[config.mk]
export PLATFORM = sky130hd
export DESIGN_NAME = data_distribution
export DESIGN_NICKNAME = d
export VERILOG_FILES = /design/src/rtl/hti_stream_pkg.sv /design/src/rtl/stream_fifo.sv /design/src/rtl/data_distribution.sv
export SDC_FILE = /design/constraint.sdc
export NUM_CORES = 1
export LEC_CHECK = 0
export CAP_MARGIN = 10
export CELL_PAD_IN_SITES_DETAIL_PLACEMENT = 1
export CELL_PAD_IN_SITES_GLOBAL_PLACEMENT = 1
export CORE_AREA = 2 2 206 208
export DETAILED_ROUTE_END_ITERATION = 8
export DIE_AREA = 0 0 208 210
export GPL_ROUTABILITY_DRIVEN = 1
export PLACE_DENSITY = 0.83
export SYNTH_ARGS = -nofsm -noshare
export SYNTH_HDL_FRONTEND = slang
export SYNTH_SLANG_ARGS = --single-unit
[constraint.sdc]
create_clock -name aclk -period 17.7 [get_ports aclk]
set_input_delay 5.31 -clock aclk [delete_from_list [all_inputs] [get_ports aclk]]
set_output_delay 5.31 -clock aclk [all_outputs]
set_load 0.005 [all_outputs]
[src/rtl/hti_stream_pkg.sv]
// Shared constants for the four-lane sample stream: lane geometry,
// command-word bit positions and performance-counter addresses.
package hti_stream_pkg;

    localparam int LANES       = 4;
    localparam int LANE_WIDTH  = 14;
    localparam int LANE_STRIDE = 32;
    localparam int DATA_WIDTH  = LANES * LANE_STRIDE;

    localparam int CMD_CLEAR_BIT  = 6;
    localparam int CMD_ADDR_MSB   = 5;
    localparam int CMD_ADDR_LSB   = 1;
    localparam int CNT_ADDR_WIDTH = CMD_ADDR_MSB - CMD_ADDR_LSB + 1;

    localparam logic [CNT_ADDR_WIDTH-1:0] CNT_ADDR_ACCEPTED = 5'd0;
    localparam logic [CNT_ADDR_WIDTH-1:0] CNT_ADDR_POPPED   = 5'd1;
    localparam logic [CNT_ADDR_WIDTH-1:0] CNT_ADDR_STALL    = 5'd2;

    // Extract the 14-bit sample of one lane from a 128-bit stream word.
    function automatic logic [LANE_WIDTH-1:0] lane_sample(
        input logic [DATA_WIDTH-1:0] word,
        input int                    lane
    );
        return word[lane*LANE_STRIDE +: LANE_WIDTH];
    endfunction

endpackage

[src/rtl/stream_fifo.sv]
// Circular word buffer with occupancy tracking. Push is ignored when full
// and pop is ignored when empty; simultaneous push and pop keep occupancy.
module stream_fifo #(
    parameter int DEPTH = 5,
    parameter int WIDTH = 128
) (
    input  logic             i_clk,
    input  logic             i_rst_n,
    input  logic             i_push,
    input  logic             i_pop,
    input  logic [WIDTH-1:0] i_wdata,
    output logic             o_full,
    output logic             o_empty,
    output logic [WIDTH-1:0] o_head
);

    localparam int PTR_W = (DEPTH > 1) ? $clog2(DEPTH) : 1;
    localparam int CNT_W = $clog2(DEPTH + 1);
    localparam logic [PTR_W-1:0] LAST_IDX = PTR_W'(DEPTH - 1);
    localparam logic [CNT_W-1:0] FULL_CNT = CNT_W'(DEPTH);

    logic [WIDTH-1:0] r_mem [DEPTH];
    logic [PTR_W-1:0] r_wr_ptr;
    logic [PTR_W-1:0] r_rd_ptr;
    logic [CNT_W-1:0] r_count;
    logic             w_push;
    logic             w_pop;

    assign w_push  = i_push & ~o_full;
    assign w_pop   = i_pop & ~o_empty;
    assign o_full  = (r_count == FULL_CNT);
    assign o_empty = (r_count == '0);
    assign o_head  = r_mem[r_rd_ptr];

    // Storage array; contents need no reset because occupancy gates every read.
    always_ff @(posedge i_clk) begin
        if (w_push) begin
            r_mem[r_wr_ptr] <= i_wdata;
        end
    end

    // Pointers wrap at DEPTH-1 so non-power-of-two depths work.
    always_ff @(posedge i_clk or negedge i_rst_n) begin
        if (!i_rst_n) begin
            r_wr_ptr <= '0;
            r_rd_ptr <= '0;
        end else begin
            if (w_push) begin
                r_wr_ptr <= (r_wr_ptr == LAST_IDX) ? '0 : r_wr_ptr + PTR_W'(1);
            end
            if (w_pop) begin
                r_rd_ptr <= (r_rd_ptr == LAST_IDX) ? '0 : r_rd_ptr + PTR_W'(1);
            end
        end
    end

    // Occupancy: push-only grows, pop-only shrinks, both together hold.
    always_ff @(posedge i_clk or negedge i_rst_n) begin
        if (!i_rst_n) begin
            r_count <= '0;
        end else begin
            case ({w_push, w_pop})
                2'b10:   r_count <= r_count + CNT_W'(1);
                2'b01:   r_count <= r_count - CNT_W'(1);
                default: r_count <= r_count;
            endcase
        end
    end

endmodule

[src/rtl/data_distribution.sv]
// Fans each buffered 128-bit word out to four independent 14-bit lane
// streams. A word leaves the buffer only once every lane has taken its
// sample, so lanes stay in lock-step word order. A fixed-length measurement
// window gathers throughput and stall statistics, readable via command.
module data_distribution
    import hti_stream_pkg::*;
#(
    parameter logic [31:0] COUNT_CYCLES = 32'h000F_4240,
    parameter int          FIFO_SIZE    = 5
) (
    input  logic                              aclk,
    input  logic                              resetn,
    input  logic                              S00_AXIS_TVALID,
    input  logic [DATA_WIDTH-1:0]             S00_AXIS_TDATA,
    output logic                              S00_AXIS_TREADY,
    output logic [LANES-1:0]                  M00_AXIS_TVALID,
    output logic [LANES-1:0][LANE_WIDTH-1:0]  M00_AXIS_TDATA,
    input  logic [LANES-1:0]                  M00_AXIS_TREADY,
    output logic [31:0]                       counter_value,
    output logic                              ready_to_read,
    input  logic [31:0]                       command
);

    logic                      w_fifo_full;
    logic                      w_fifo_empty;
    logic [DATA_WIDTH-1:0]     w_fifo_head;
    logic                      w_push;
    logic                      w_pop;
    logic [LANES-1:0]          w_lane_valid;
    logic [LANES-1:0]          w_lane_hs;
    logic                      w_stall;
    logic                      w_window_open;
    logic                      w_clear;
    logic [CNT_ADDR_WIDTH-1:0] w_addr;
    logic [31:0]               w_selected;
    logic                      w_unused_head;
    logic                      w_unused_cmd;

    logic [LANES-1:0]          r_done;
    logic [31:0]               r_cycle_cnt;
    logic [31:0]               r_cnt_accepted;
    logic [31:0]               r_cnt_popped;
    logic [31:0]               r_cnt_stall;
    logic                      r_ready_to_read;
    logic [31:0]               r_counter_value;

    stream_fifo #(
        .DEPTH (FIFO_SIZE),
        .WIDTH (DATA_WIDTH)
    ) u_fifo (
        .i_clk   (aclk),
        .i_rst_n (resetn),
        .i_push  (w_push),
        .i_pop   (w_pop),
        .i_wdata (S00_AXIS_TDATA),
        .o_full  (w_fifo_full),
        .o_empty (w_fifo_empty),
        .o_head  (w_fifo_head)
    );

    // Ready depends on occupancy alone: a full buffer refuses input even
    // in the cycle it pops, keeping the ready path free of lane handshakes.
    assign S00_AXIS_TREADY = resetn & ~w_fifo_full;
    assign w_push          = S00_AXIS_TVALID & S00_AXIS_TREADY;

    // Lane presentation: each lane shows the head sample until it has taken it.
    always_comb begin
        w_lane_valid   = '0;
        M00_AXIS_TDATA = '0;
        for (int j = 0; j < LANES; j++) begin
            w_lane_valid[j] = resetn & ~w_fifo_empty & ~r_done[j];
            if (w_lane_valid[j]) begin
                M00_AXIS_TDATA[j] = lane_sample(w_fifo_head, j);
            end
        end
    end

    // Upper lane bits carry no sample data.
    always_comb begin
        w_unused_head = 1'b0;
        for (int j = 0; j < LANES; j++) begin
            w_unused_head = w_unused_head
                ^ (^w_fifo_head[j*LANE_STRIDE+LANE_WIDTH +: LANE_STRIDE-LANE_WIDTH]);
        end
    end

    assign M00_AXIS_TVALID = w_lane_valid;
    assign w_lane_hs       = w_lane_valid & M00_AXIS_TREADY;
    assign w_stall         = |(w_lane_valid & ~M00_AXIS_TREADY);
    assign w_pop           = ~w_fifo_empty & (&(r_done | w_lane_hs));

    // Per-lane done flags; all clear together when the head word retires.
    always_ff @(posedge aclk or negedge resetn) begin
        if (!resetn) begin
            r_done <= '0;
        end else if (w_pop) begin
            r_done <= '0;
        end else begin
            r_done <= r_done | w_lane_hs;
        end
    end

    assign w_clear       = command[CMD_CLEAR_BIT];
    assign w_addr        = command[CMD_ADDR_MSB:CMD_ADDR_LSB];
    assign w_unused_cmd  = ^{command[31:CMD_CLEAR_BIT+1], command[0], w_unused_head};
    assign w_window_open = (r_cycle_cnt != COUNT_CYCLES);

    // Window timer counts up to COUNT_CYCLES and parks there.
    always_ff @(posedge aclk or negedge resetn) begin
        if (!resetn) begin
            r_cycle_cnt <= '0;
        end else if (w_clear) begin
            r_cycle_cnt <= '0;
        end else if (w_window_open) begin
            r_cycle_cnt <= r_cycle_cnt + 32'd1;
        end
    end

    // Performance counters accumulate only while the window is open.
    always_ff @(posedge aclk or negedge resetn) begin
        if (!resetn) begin
            r_cnt_accepted <= '0;
            r_cnt_popped   <= '0;
            r_cnt_stall    <= '0;
        end else if (w_clear) begin
            r_cnt_accepted <= '0;
            r_cnt_popped   <= '0;
            r_cnt_stall    <= '0;
        end else if (w_window_open) begin
            if (w_push) begin
                r_cnt_accepted <= r_cnt_accepted + 32'd1;
            end
            if (w_pop) begin
                r_cnt_popped <= r_cnt_popped + 32'd1;
            end
            if (w_stall) begin
                r_cnt_stall <= r_cnt_stall + 32'd1;
            end
        end
    end

    // Counter read mux; unmapped addresses read as zero.
    always_comb begin
        w_selected = '0;
        case (w_addr)
            CNT_ADDR_ACCEPTED: w_selected = r_cnt_accepted;
            CNT_ADDR_POPPED:   w_selected = r_cnt_popped;
            CNT_ADDR_STALL:    w_selected = r_cnt_stall;
            default:           w_selected = '0;
        endcase
    end

    // Window-done flag, one cycle behind the timer reaching its limit.
    always_ff @(posedge aclk or negedge resetn) begin
        if (!resetn) begin
            r_ready_to_read <= 1'b0;
        end else if (w_clear) begin
            r_ready_to_read <= 1'b0;
        end else begin
            r_ready_to_read <= ~w_window_open;
        end
    end

    // Readout register tracks the selected counter only once the window closes.
    always_ff @(posedge aclk or negedge resetn) begin
        if (!resetn) begin
            r_counter_value <= '0;
        end else if (!w_window_open) begin
            r_counter_value <= w_selected;
        end
    end

    assign ready_to_read = r_ready_to_read;
    assign counter_value = r_counter_value;

endmodule

After elaboration in Yosys (flattened, before gate mapping)
Memory sizes are Yosys's and may differ from the RTL's.
Index checks and enable logic that the tools add are counted.

word-level totals
  register bits = 174
  bits in latches = 0
  RAM bits = 640
  ROM bits = 0
  input port bits = 167
  output and inout port bits = 94
  memories kept = 1

operators by class
  add/sub/neg operators = 8
  multiply operators = 0
  div/mod/pow operators = 0
  $lt $le $gt $ge = 0
  equal/unequal tests = 8
  shift-type cells = 0
  muxes and demuxes = 23
  bitwise logic cells = 21
  reduce and logical (&&, ||, !) cells = 12

memory list
  name          depth  bits a word  read ports  clocked after memory_dff  write ports  RTL line           source
  u_fifo.r_mem  5      128          1           0                         1            stream_fifo.sv:22  logic [WIDTH-1:0] r_mem [DEPTH];

operators with widths
  cell                   number
  $mux 32                11
  $add 32x1->32 const B  4
  $pmux 32 s3            1
  $mux 14                4
  $ne 32x20->1 const B   1
  $and 1x1->1            10
  $reduce_bool 2->1      5
  $add 3x1->3 const B    3
  $eq 3x3->1 const B     3
  $and 4x4->4            2
  $not 1->1              7
  $mux 3                 2
  $pmux 3 s2             1
  $reduce_and 2->1       3
  $eq 5x1->1 const B     1
  $eq 5x2->1 const B     1
  $logic_not 5->1        1
  $mux 4                 1
  $not 4->4              1
  $or 4x4->4             1
  $reduce_and 4->1       1
  $reduce_or 4->1        1
  $logic_not 3->1        1
  $mux 1                 3
  other kinds (3)        3

Logic depth before layout (Yosys ltp)
Gate-level depths: netlist (run 1).

  word-level depth = 11
  gate-level depth with buffers = 12
  gate-level depth less buffers = 10

Hierarchy
From an unflattened synthesis (run 1), not the netlist that was laid out.

second synthesis, totals
  cells, all modules = 2482
  area total of the unflattened synthesis = 35081.1 um^2

by module, submodules not included
  module             times used  cells each  area an instance (um^2)
  stream_fifo        1           1420        25657.1
  data_distribution  1           1062        9424.0

Least setup slack after synthesis (run 1)
Ideal clock, no wire load.

  kind = input-to-reg
  start point = in S00_AXIS_TVALID
  end point = mem u_fifo.r_mem[2][0], enable pin
  setup time = 608 ps
  arrival time = 11366 ps
  required time = 17092 ps
  setup slack = 5726 ps
  stages on the path = 6
  path buffers = 2
  cells stage by stage = and2_1 > and2_1 > inv_1 > clkbuf_1 > clkbuf_1 > nor4_1

between the ends
  cells in the longest elaborated chain, start to end = 4

RTL lines
  element                       RTL line                 source
  start, declared               data_distribution.sv:13  input logic S00_AXIS_TVALID,
  $and 1x1->1                   data_distribution.sv:64  assign w_push = S00_AXIS_TVALID & S00_AXIS_TREADY;
  $and 1x1->1                   stream_fifo.sv:29        assign w_push = i_push & ~o_full;
  $mux 1                        stream_fifo.sv:37        if (w_push) begin
  $mux 1 (implied by the code)  stream_fifo.sv:38        r_mem[r_wr_ptr] <= i_wdata;
  end, declared                 stream_fifo.sv:22

No other way between the ends.

==> results of run 1 <==
[cell type report]
type	count	area share [%]
diodes	1	0.01051
clock buffers	63	5.624
clock inverters	27	1.046
inverters	26	0.4100
multi-input cells	976	29.14
flip-flops and latches	454	53.65
well taps	539	2.833
repair buffers	178	7.290
[where the power goes]
group          total, W  internal [W]  switching, W
registers       0.00127       0.00121     0.0000634
logic          0.000606      0.000286      0.000320
clock network   0.00101      0.000580      0.000430
[Yosys cell counts (all sizes together) (47+ instances only)]
cell,number,area share (%)
edfxtp,280,42
nor2,154,2.9
o31ai,50,1.9
nand2,84,1.6
o21ai,73,1.8
nand3,47,1.2
dfrtp,174,22
mux4,56,6.2
mux2i,88,4.4
a21oi,127,3.1
clkbuf,72,1.4
or4,50,1.9
[layer usage]
metal / track usage [%] / share of wire (%) / vias up
met5: 0 / 0.056 / -
met4: 8.560 / 3.1 / 4
met3: 5.885 / 5.8 / 124
met2: 43.53 / 51 / 356
met1: 30.26 / 40 / 7094
li1: - / - / 6189
[stage by stage]
step / util, % / power, W / std cells / setup slack (ns) / hold WS [ns]
2_1_floorplan: - / 0.001649 / 1555 / 5.726 / 0.4704
3_3_place_gp: 53.54 / 0.001857 / 2172 / 4.768 / 0.4615
3_5_place_dp: 53.54 / 0.001889 / 2172 / 4.705 / 0.4717
4_1_cts: 57.37 / 0.002913 / 2262 / 4.605 / 0.4852
5_1_grt: 57.39 / 0.002995 / 2263 / 4.424 / 0.5025
6_report: 57.39 / 0.002886 / 2264 / 4.617 / 0.4747
[worst reg2reg max path, cell delays in order, from the launching register on]
cell and delay, ns:
dfrtp_1 0.42, nor3_1 0.07, nor3_1 0.55, nand2_1 0.79, inv_1 0.62, ha_1 0.28, inv_1 0.06, fa_1 0.37
xor2_1 0.15, nor2_1 0.12, xor2_1 0.18
[flip-flops by register name, summed over array words and instances (netlist names)]
register and cells:
u_fifo.r_wr_ptr 3, r_cycle_cnt 32, u_fifo.r_count 3, u_fifo.r_rd_ptr 3, ready_to_read 1, u_fifo.r_mem 280, r_done 4, r_cnt_accepted 32
r_cnt_popped 32, counter_value 32, r_cnt_stall 32
[cell families after synthesis]
group / Yosys count
DFF: 454
muxes: 148
buffers and inverters: 125
adders and majority gates: 11
and+or+nand+nor: 507
xor gates and xnor gates: 38
AOI/OAI and AO/OA: 272
[layout by cell type, fill, tap and decap left out, types with 16 or more instances in the layout]
cell | synthesis | final
a21oi_1 | 127 | 127
buf_4 | 4 | 17
clkbuf_16 | 0 | 49
clkdlybuf4s50_1 | 0 | 159
dfrtp_1 | 174 | 171
edfxtp_1 | 280 | 280
inv_1 | 26 | 26
mux2i_1 | 88 | 88
mux4_2 | 56 | 56
nand2_1 | 84 | 84
nand3_1 | 47 | 47
nand4_1 | 34 | 34
nor2_1 | 153 | 151
nor3_1 | 18 | 18
nor4_1 | 18 | 16
o21ai_0 | 69 | 68
o31ai_1 | 50 | 50
or3_1 | 31 | 31
or4_1 | 50 | 50
xnor2_1 | 33 | 33
[final timing paths]
check                                  startpoint  cells past startpoint  slack [ns]                 end
worst max-delay path                       resetn                      5        4.62  M00_AXIS_TDATA[55]
worst min-delay path            counter_value[27]                      2        0.47   counter_value[27]
worst max register to register  u_fifo.r_count[0]                     10       14.01   u_fifo.r_count[2]
worst min register to register  counter_value[27]                      2        0.47   counter_value[27]
max in group asynchronous                  resetn                      2       11.72     r_cnt_popped[7]
min in group asynchronous                  resetn                      1        4.68     r_cycle_cnt[25]
==> results.md, run 1 <==
* Status: finished, final reports clean
* Top delay family on crit path: buffers and inverters
* Minimum clock period at 13.08 ns
* Hold buffers post-CTS at 0
* CP Class: input pin to primary output
* Crit path capture type: primary output
* Post-synth EDFFs at 280
* Max FO, Critical Path at 51
* Primary FF master, synth: edfxtp_1
* Sink Count at 454
* Slowest-stage cell, CP: clkdlybuf4s50_1
* Row count at 75
* Post-synthesis compound-gate area fraction at 7.756%
* Post-Synthesis Cells at 1555
* Post-CTS Setup Bufs at 0
* GR Util All Layers at 24.84%
* GP Congestion at 0.7845
* # port buffers at 162
* Core area at 0.04148 sq mm
* XOR/XNOR Fraction of Synth Area at 1.649%
* RSZ-0062 raised after global routing: no
* Finish-stage setup viols at 0
* Max-Cap Viols at 0
* Largest family of logic cells by synthesized area: simple AND/OR/NAND/NOR gates
* FF/Latch Area at 0.01277 sq mm
* Layout Nets at 1862
* Fraction of layout cells with a size suffix above 1 at 10.32%
* Worst setup SP type: input pin
* Crit-path cells: buf_6 -> o31a_1 -> nand2b_1 -> nor2_1 -> clkdlybuf4s50_1
* Via density at 6.081
* ANT nets after route at 0
* Starting DRT DRC Count at 909
* Avg WL per Cell at 23.78 um
* Skew final at 0.01994 ns
* Crit path largest cell delay at 0.64 ns
* Post-Synth Simple-Gate Area at 13.23%
* Number of global-route vias before repair at 14.97k
* Vias at 13.77k
* Finished Cell Area at 0.02381 sq mm
* DRC viols at 0
* Pwr Density at 121.2 mW/mm^2
* Initial Util at 48.66%
* DIE WIDTH at 208 um
* Total global routing overflow at 0
* Worst path required time at 12.39 ns
* Top Ports at 261
* Largest net degree at the start of global routing at 114
* Worst hold path type: flip-flop to flip-flop
* Drt total wl at 53.84 mm
* Mux share of post-synthesis cell area at 10.84%
* First-pass DRT Iterations at 4
* Initial antenna violation count at 3
* Unique masters post-synth at 59
* Area growth from synthesis to layout at 17.95%
* Final setup TNS at 0 ns
* CP bufs+invs at 2
* CTS clk-pin slew, worst paths at 0.06 ns
* CTS Buf Count at 48
* Worst skew pair latency at 0.59 ns
* Area taken by multi-input logic gates at 0.006937 sq mm
* Post-Syn Area at 0.02018 sq mm
* Synth warnings at 0
* CTS Root Cell: clkbuf_16
* First-pass GRT wire length at 84.84 mm
* Ys async rst share at 38.33%
* Slew HR at 28.49%
* Peak supply drop at 103.3 uV
* Die area at 0.04368 sq mm
* Fill cells at 4069
* Synth Area in Adders at 0.7192%
* Hold Vio Cnt, Final at 0
* CTS tree: built
* H-tree levels at 2
* Synth Register Bits at 454
* Period utilization at 73.92%
* Mean post-synth cell area at 12.98 sq um
* Seq/Total Area, Yosys at 63.24%
* CTS max path bufs at 3
* Max-slew violations at 0
* LEAKAGE at 8.311 nW
* Slew @ Worst Pin at 1.073 ns
* DPL Wire Length at 32.36 mm
* Die H at 210 um
* Mapped Nets at 1733
* CP Data Arrival Time at 7.77 ns
* Post-DP Area at 0.02221 sq mm
* Fmax at 76.43 MHz
* PostCTS Resize Cnt at 0
No activity file was read; power rests on OpenSTA's default activity.
==> inputs of run 2 (changes only) <==
--- a/config.mk
+++ b/config.mk
@@ -8,11 +8,11 @@
 export CAP_MARGIN = 10
 export CELL_PAD_IN_SITES_DETAIL_PLACEMENT = 1
 export CELL_PAD_IN_SITES_GLOBAL_PLACEMENT = 1
-export CORE_AREA = 2 2 206 208
+export CORE_AREA = 2 2 225 227
 export DETAILED_ROUTE_END_ITERATION = 8
-export DIE_AREA = 0 0 208 210
+export DIE_AREA = 0 0 227 229
 export GPL_ROUTABILITY_DRIVEN = 1
-export PLACE_DENSITY = 0.83
+export PLACE_DENSITY = 0.74
 export SYNTH_ARGS = -nofsm -noshare
 export SYNTH_HDL_FRONTEND = slang
 export SYNTH_SLANG_ARGS = --single-unit
==> constraint.sdc (replaced) <==
create_clock -name aclk -period 11.8 [get_ports aclk]
set_input_delay 3.54 -clock aclk [delete_from_list [all_inputs] [get_ports aclk]]
set_output_delay 3.54 -clock aclk [all_outputs]
set_load 0.005 [all_outputs]
==> run 2 against run 1 <==
Sequential share of layout area down 0.34 points. Worst hold slack worse by 0.0015 ns. Sequential power up 48%. Setup slack worse by 2.1 ns. Clock skew up 0.024 ns. Critical path depth unchanged. Via count down 2.8%. Register-to-register slack worse by 5.8 ns. Highest routed layer unchanged.
==> results.md, run 2 (synthesis results as in run 1) <==
* Peak supply drop at 154.9 uV
* Drt total wl at 51.37 mm
* CP Data Arrival Time at 5.77 ns
* Int Pwr at 0.003096 W
* GR Util All Layers at 20.11%
* CTS Buf Count at 48
* Logic pwr share at 21.2%
* Status: finished, final reports clean
* First-pass DRT Iterations at 5
* Crit path largest cell delay at 0.63 ns
* # port buffers at 162
* Slew @ Worst Pin at 1.102 ns
* Area growth from synthesis to layout at 18.72%
* DPL Wire Length at 31.72 mm
* Worst skew pair latency at 0.62 ns
* Max reg flops at 280
* Vias at 13.39k
* Crit path capture type: primary output
* H-tree levels at 2
* Fraction of layout cells with a size suffix above 1 at 10.04%
* R2r worst-path depth at 6
* Skew final at 0.04364 ns
* Sink Count at 454
* Slew HR at 26.55%
* Max FO, Critical Path at 24
* GP Congestion at 0.7772
* Starting DRT DRC Count at 917
* Via density at 5.585
* Max-slew violations at 0
* Placed cell count at 2307
* Initial Util at 40.64%
* Layout Nets at 1864
* Crit-path cells: buf_6 -> o31a_1 -> nand2b_1 -> nor2_1 -> clkdlybuf4s50_1
* LEAKAGE at 8.308 nW
* Fill cells at 5113
* Hold Crit Depth at 2
* Most common cell after layout, fill and taps aside: edfxtp_1
* Worst path required time at 8.26 ns
* CTS tree: built
* RSZ-0062 raised after global routing: no
* Non-Filler Instances at 2397
* Fmax at 107.4 MHz
* Switching portion of total power at 27.93%
* Period utilization at 78.89%
* Pwr Density at 179.3 mW/mm^2
* DRC viols at 0
* Core area at 0.04966 sq mm
* First-pass GRT wire length at 81.85 mm
* Worst hold path type: flip-flop to flip-flop
* PostCTS Resize Cnt at 0
* Post-CTS Setup Bufs at 0
* ANT nets after route at 0
* Initial antenna violation count at 7
* CTS max path bufs at 3
* CTS clk-pin slew, worst paths at 0.06 ns
* Total global routing overflow at 0
* Avg WL per Cell at 21.43 um
* Max-Cap Viols at 0
* Final setup TNS at 0 ns
* DIE WIDTH at 227 um
* Hold Vio Cnt, Final at 0
* Register share of total power at 43.8%
* Largest net degree at the start of global routing at 94
* Die H at 229 um
* Number of global-route vias before repair at 14.11k
* CTS Root Cell: clkbuf_16
* Die area at 0.05198 sq mm
* Top reg by flops: u_fifo.r_mem
* Finish-stage setup viols at 0
* Most frequent cells in the layout: 280 x edfxtp_1, 171 x dfrtp_1, 159 x clkdlybuf4s50_1
* Hold buffers post-CTS at 0
* Row count at 82
* Slowest-stage cell, CP: nand2b_1
* Minimum clock period at 9.309 ns
* Sw power at 0.001200 W
* CP Class: input pin to primary output
* Clock power share at 35.0%
* Top Ports at 261
* Worst setup SP type: input pin
## run 2: worst max-delay path, delay by kind of cell
kind | cells | cell delay [ns]
compound gates | 1 | 0.41
buf+inv | 2 | 0.77
simple gates | 2 | 1.00
## run 2: final timing paths
path | slack (ns) | start | to
worst max register to register | 8.24 | u_fifo.r_count[0] | u_fifo.r_mem[3][2]
min in group asynchronous | 2.80 | resetn | r_cnt_accepted[2]
worst min register to register | 0.47 | counter_value[7] | counter_value[7]
worst min-delay path | 0.47 | counter_value[7] | counter_value[7]
max in group asynchronous | 7.25 | resetn | r_cnt_accepted[8]
worst max-delay path | 2.49 | resetn | M00_AXIS_TDATA[45]
## run 2: area by class of cell
| type | count | area (sq um) | share of cell area, % |
|---|---|---|---|
| repair buffers | 180 | 1750 | 7.306 |
| flip-flops and latches | 454 | 12770 | 53.30 |
| diodes | 2 | 5.005 | 0.02089 |
| clock inverters | 26 | 284.0 | 1.185 |
| multi-input cells | 976 | 6940 | 28.97 |
| clock buffers | 61 | 1270 | 5.301 |
| inverters | 26 | 97.59 | 0.4073 |
| well taps | 672 | 840.8 | 3.509 |
## run 2: power groups by stage
| stage | Sequential [W] | Clock, W | Combinational [W] |
|---|---|---|---|
| 2_1_floorplan | 0.00188 | 0 | 0.000593 |
| 3_5_place_dp | 0.00192 | 0 | 0.000924 |
| 5_1_grt | 0.00189 | 0.00160 | 0.000997 |
| 6_report | 0.00188 | 0.00150 | 0.000911 |
| 3_3_place_gp | 0.00190 | 0 | 0.000907 |
| 4_1_cts | 0.00188 | 0.00154 | 0.000934 |
## run 2: layer usage
layer / track usage, % / vias up / routed length [um]
met5: 0 / - / 62
met4: 4.677 / 10 / 872
met3: 4.759 / 70 / 2818
met2: 34.01 / 267 / 25560
met1: 26.19 / 6849 / 22050
li1: - / 6191 / -
## run 2: per-stage QoR
stage               hold slack [ns]  power, W  instance area [sq um]  utilization, %  worst slack, ns
global route                 0.5110  0.004489                  23960           48.25            2.253
finish                       0.4731  0.004295                  23960           48.25            2.491
detailed placement           0.4698  0.002839                  22390           45.09            2.410
CTS                          0.4834  0.004357                  23950           48.22            2.378
global placement             0.4606  0.002812                  22390           45.09            2.440
floorplan                    0.4704  0.002474                  20180               -            1.596
